File: src/rtl/par_frame_gen.sv
// par_frame_gen: accepts one DATA_W-bit word at a time and emits it as a
// serial frame, data bits LSB first followed by one parity bit. Parity mode
// (even/odd) is chosen per word. A new word may be accepted in the
// parity cycle, so frames can run back to back with no idle gap.
module par_frame_gen #(
    parameter int DATA_W = 8
) (
    input  logic              clk,
    input  logic              rst_n,
    input  logic              in_valid,
    output logic              in_ready,
    input  logic [DATA_W-1:0] in_data,
    input  logic              odd_sel,
    output logic              ser_out,
    output logic              ser_valid,
    output logic              ser_is_par,
    output logic              frame_done
);

    localparam int CNT_W = $clog2(DATA_W);
    localparam logic [CNT_W-1:0] LAST_BIT = CNT_W'(DATA_W - 1);

    typedef enum logic [1:0] {
        IDLE   = 2'd0,
        SHIFT  = 2'd1,
        PARITY = 2'd2
    } state_t;

    state_t            state;
    state_t            state_nxt;
    logic [DATA_W-1:0] shift_reg;
    logic [CNT_W-1:0]  bit_cnt;
    logic              par_bit;
    logic              accept;

    // in_ready depends on state only, so this has no combinational path
    // from in_valid back to in_ready.
    assign accept = in_valid && in_ready;

    // State register; reset forces IDLE at once, so outputs go to idle mark
    // asynchronously and any frame in flight is dropped.
    // NOTE: sequential state uses non-blocking (<=) so all flops update
    // together from values sampled before the edge.
    always_ff @(posedge clk or negedge rst_n) begin
        if (!rst_n) begin
            state <= IDLE;
        end else begin
            state <= state_nxt;
        end
    end

    // Next-state decode and Moore outputs.
    // NOTE: every output gets a default before the case so no path leaves
    // it unassigned, which would otherwise infer a latch.
    always_comb begin
        state_nxt  = state;
        in_ready   = 1'b0;
        ser_out    = 1'b1;
        ser_valid  = 1'b0;
        ser_is_par = 1'b0;
        frame_done = 1'b0;
        case (state)
            IDLE: begin
                in_ready = 1'b1;
                if (in_valid) begin
                    state_nxt = SHIFT;
                end
            end
            SHIFT: begin
                ser_out   = shift_reg[0];
                ser_valid = 1'b1;
                if (bit_cnt == LAST_BIT) begin
                    state_nxt = PARITY;
                end
            end
            PARITY: begin
                in_ready   = 1'b1;
                ser_out    = par_bit;
                ser_valid  = 1'b1;
                ser_is_par = 1'b1;
                frame_done = 1'b1;
                state_nxt  = in_valid ? SHIFT : IDLE;
            end
            default: begin
                state_nxt = IDLE;
            end
        endcase
    end

    // Datapath: capture word and parity on acceptance, then shift right one
    // bit per SHIFT cycle while the counter walks 0..DATA_W-1 without wrap.
    // NOTE: these are plain registers, not a memory array, so they take an
    // async reset to a known zero like the state register.
    always_ff @(posedge clk or negedge rst_n) begin
        if (!rst_n) begin
            shift_reg <= '0;
            bit_cnt   <= '0;
            par_bit   <= 1'b0;
        end else if (accept) begin
            shift_reg <= in_data;
            bit_cnt   <= '0;
            par_bit   <= (^in_data) ^ odd_sel;
        end else if (state == SHIFT) begin
            shift_reg <= shift_reg >> 1;
            if (bit_cnt != LAST_BIT) begin
                bit_cnt <= bit_cnt + CNT_W'(1);
            end
        end
    end

endmodule

File: config.mk
export PLATFORM = sky130hd
export DESIGN_NAME = par_frame_gen
export DESIGN_NICKNAME = d
export VERILOG_FILES = /design/src/rtl/par_frame_gen.sv
export SDC_FILE = /design/constraint.sdc
export NUM_CORES = 1
export LEC_CHECK = 0
export ABC_AREA = 0
export CAP_MARGIN = 20
export CORE_AREA = 2 2 43 45
export CTS_CLUSTER_DIAMETER = 30
export CTS_CLUSTER_SIZE = 30
export DETAILED_ROUTE_END_ITERATION = 8
export DIE_AREA = 0 0 45 47
export PLACE_DENSITY = 0.8
export SYNTH_ARGS = -nofsm -noshare
export SYNTH_HDL_FRONTEND = slang
export SYNTH_SLANG_ARGS = --single-unit
File: constraint.sdc
create_clock -name clk -period 2.7 [get_ports clk]
set_clock_uncertainty 0.2 [all_clocks]
set_input_delay 0.54 -clock clk [delete_from_list [all_inputs] [get_ports clk]]
set_output_delay 0.54 -clock clk [all_outputs]
set_load 0.01 [all_outputs]
==> metrics.md <==
| Metric | Value |
|---|---|
| Run status | finished, final reports clean |
| Antenna cells | 0 |
| R2R setup slack | 0.74 ns |
| Fillers | 145 |
| Relative slew slack | a little under 60% |
| Yosys top cell area share | 41.67% |
| Total gr overflow | 0 |
| Initial Util | a little over 50% |
| Largest register FFs | 8 |
| Clock transition at the registers of the reported paths | 0.08 ns |
| Synth Net Count | 102 |
| Vias in the first global route | 565 |
| Final-report hold violation count | 0 |
| Top cells by area, synth | dfrtp_1 (42%), mux2i_1 (11%), ha_1 (10%) |
| Clk Latency, worst-skew pair | 0.27 ns |
| CTS HTree Levels | 1 |
| Fin area | around 0.001 mm² |
| Gr usage total | 16.13% |
| HP Class | flip-flop to flip-flop |
| Worst slew pin tran | 0.6207 ns |
| Ys flop type | dfrtp_1 |
| RR Endpoint | state[0]$_DFFE_PN0P_ |
| Post-synth ARST share | 100.0% |
| Slew Limit Fails | 0 |
| Die Wd | roughly 45 µm |
| Most numerous cell in the Yosys netlist | dfrtp_1 |
| Worst EP required | 1.96 ns |
| Min-delay src | shift_reg[7]$_DFFE_PN0P_ |
| Post-CTS Setup Bufs | 0 |
| Synth unique cells | 22 |
| DRT Pass-1 Iters | 4 |
| Pwr Density | about 1000 mW/mm² |
| Synth top cells by count | dfrtp_1 (14), nand2_1 (13), mux2i_1 (9), o21ai_0 (9), ha_1 (7) |
| Peak VDD IR | 0.0005285 V |
| Initial antenna violation count | 0 |
| Syn Area/Cell | 10.13 µm² |
| Max_cap viols | 0 |
| Cts repair resizes | 0 |
| Number of routed nets with antenna violations | 0 |
| Via count | just under 600 |
| Crit-path max FO | 6 |
| FF+latch count, synth | 14 |
| Site Rows | 15 |
| Final setup TNS | 0 ns |
| WL final | ~1.4 mm |
| Synth area leader | dfrtp_1 |
| # clock sinks | 14 |
| Post-synth EDFFs | 0 |
| Reg2Reg Depth | 6 |
| Routed wire per std cell | 12.30 µm |
| Placed inst area | 987.2 µm² |
| Crit Path Category | flip-flop to output pin |
| RR Startpoint | bit_cnt[0]$_DFFE_PN0P_ |
| Setup crit end kind | output pin |
| Place WS | 0.4559 ns |
| Sequential share of the synthesized area | 41.67% |
| DIE HEIGHT | 47 µm |
| Die Area | 0.002115 mm² |
| Share of cells above drive strength 1 | 4.082% |
| Fmax | 0.3959 GHz |
| Period minus WS final | 2.526 ns |
| Worst-case hold path end point | shift_reg[7]$_DFFE_PN0P_ |
| Total CTS buffers | 3 |
| Static leakage power | approximately 0.47 nW |
| DR DRC count | 0 |
| Post-route setup slack | about 0.17 ns |
| Count of port buffers added during placement | 16 |
| Setup Viol. Count Final | 0 |
| RSZ-0062 raised after global routing | false |
| Clock root cell | clkbuf_4 |
| Average vias per placed instance | 5.183 |
| Max clock buf depth | 2 |
| Ports | 17 |
| Hold Path Depth | 2 |
| Core Area | around 0.0017 mm² |
| Gpl congestion | 0.8384 |
| DR iter-0 viols | 5 |
| DP HPWL | 1.134 mm |
| CTS tree | built |
| Synth warn | 0 |
| Crit path DAT | approximately 1.8 ns |
| Post-Syn Area | 840.8 µm² |
| Final core utilization | 61.14% |
| Nets | 119 |
| Startpoint type of the worst setup path | flip-flop |
| Gate Count Post-Synth | 83 |
| Layout area overhead | 20.09% |
| Largest net degree at the start of global routing | 19 |
| Hold Buf Count CTS | 0 |
| Period utilization | 93.55% |
| First-pass GRT wire length | 2.380 mm |
where the power goes:
group          total [mW]  internal [mW]  switching, mW  leakage [nW]
clock network       0.110         0.0516         0.0585        0.0138
logic               0.524          0.269          0.255         0.275
registers           0.367          0.305         0.0619         0.177
total                1.00          0.626          0.376         0.466
metal layers:
layer | GRT usage [%] | wire length [µm] | vias to the layer above | part of all wire [%]
li1 | - | - | 308 | -
met1 | 22.22 | 676 | 272 | 48
met2 | 23.71 | 661 | 14 | 47
met3 | 4.615 | 62 | 2 | 4.4
met4 | 7.059 | 12 | 0 | 0.85
met5 | 0 | 0 | - | 0
stage by stage:
stage                     total power [mW]  hold WS (ns)  std cells
after CTS                            1.016        0.3212        115
after floorplan                     0.7457       0.04441         83
after global routing                 1.100        0.3630        115
final                                1.001        0.3150        115
after global placement              0.8791        0.2829        112
after detailed placement            0.9013        0.3000        112
final cells by class:
| cell class | instances | area [µm²] | share of cell area [%] |
|---|---|---|---|
| inverter | 4 | 15.01 | 1.487 |
| tap | 17 | 21.27 | 2.107 |
| timing repair buffer | 17 | 167.7 | 16.60 |
| multi-input combinational | 60 | 432.9 | 42.87 |
| sequential | 14 | 350.3 | 34.70 |
| clock buffer | 3 | 22.52 | 2.230 |
worst max-delay path: stages, from the launching register on:
cell and delay, ns:
dfrtp_1 0.45, inv_1 0.09, ha_1 0.26, or2_1 0.25, clkdlybuf4s50_1 0.48
logic make-up after synthesis:
logic type / share of synthesized area [%]
AOI/OAI and AO/OA: 9.077
xor gates and xnor gates: 9.970
adders and majority gates: 10.42
buffers and inverters: 6.843
DFF: 41.67
muxes: 10.71
and+or+nand+nor: 11.31
how the worst max path moves through the flow:
stage          slack [ns]                  endpoint            startpoint
3_5_place_dp         0.46                  in_ready  state[0]$_DFFE_PN0P_
2_1_floorplan        0.82  shift_reg[0]$_DFFE_PN0P_  state[0]$_DFFE_PN0P_
6_report             0.17                  in_ready  state[0]$_DFFE_PN0P_
3_3_place_gp         0.49                   ser_out  state[0]$_DFFE_PN0P_
5_1_grt              0.06                  in_ready  state[0]$_DFFE_PN0P_
4_1_cts              0.15                  in_ready  state[0]$_DFFE_PN0P_
layout by cell type, fill, tap and decap left out:
cell | Yosys | final
nand3b_1 | 1 | 1
xor2_1 | 2 | 2
or2_1 | 1 | 1
dfrtp_1 | 14 | 14
xnor2_1 | 5 | 5
ha_1 | 7 | 7
clkdlybuf4s50_1 | 0 | 16
mux2i_1 | 9 | 9
nand2_1 | 13 | 13
a32oi_1 | 1 | 1
buf_4 | 2 | 1
nor2_1 | 4 | 4
inv_1 | 4 | 4
nor3_1 | 1 | 1
a21oi_1 | 2 | 2
a22oi_1 | 1 | 1
o21ai_0 | 9 | 9
and2_1 | 1 | 1
o21ai_1 | 1 | 1
clkbuf_4 | 0 | 3
nor2b_1 | 1 | 1
xnor3_1 | 1 | 1
No activity file was read; power rests on OpenSTA's default activity.
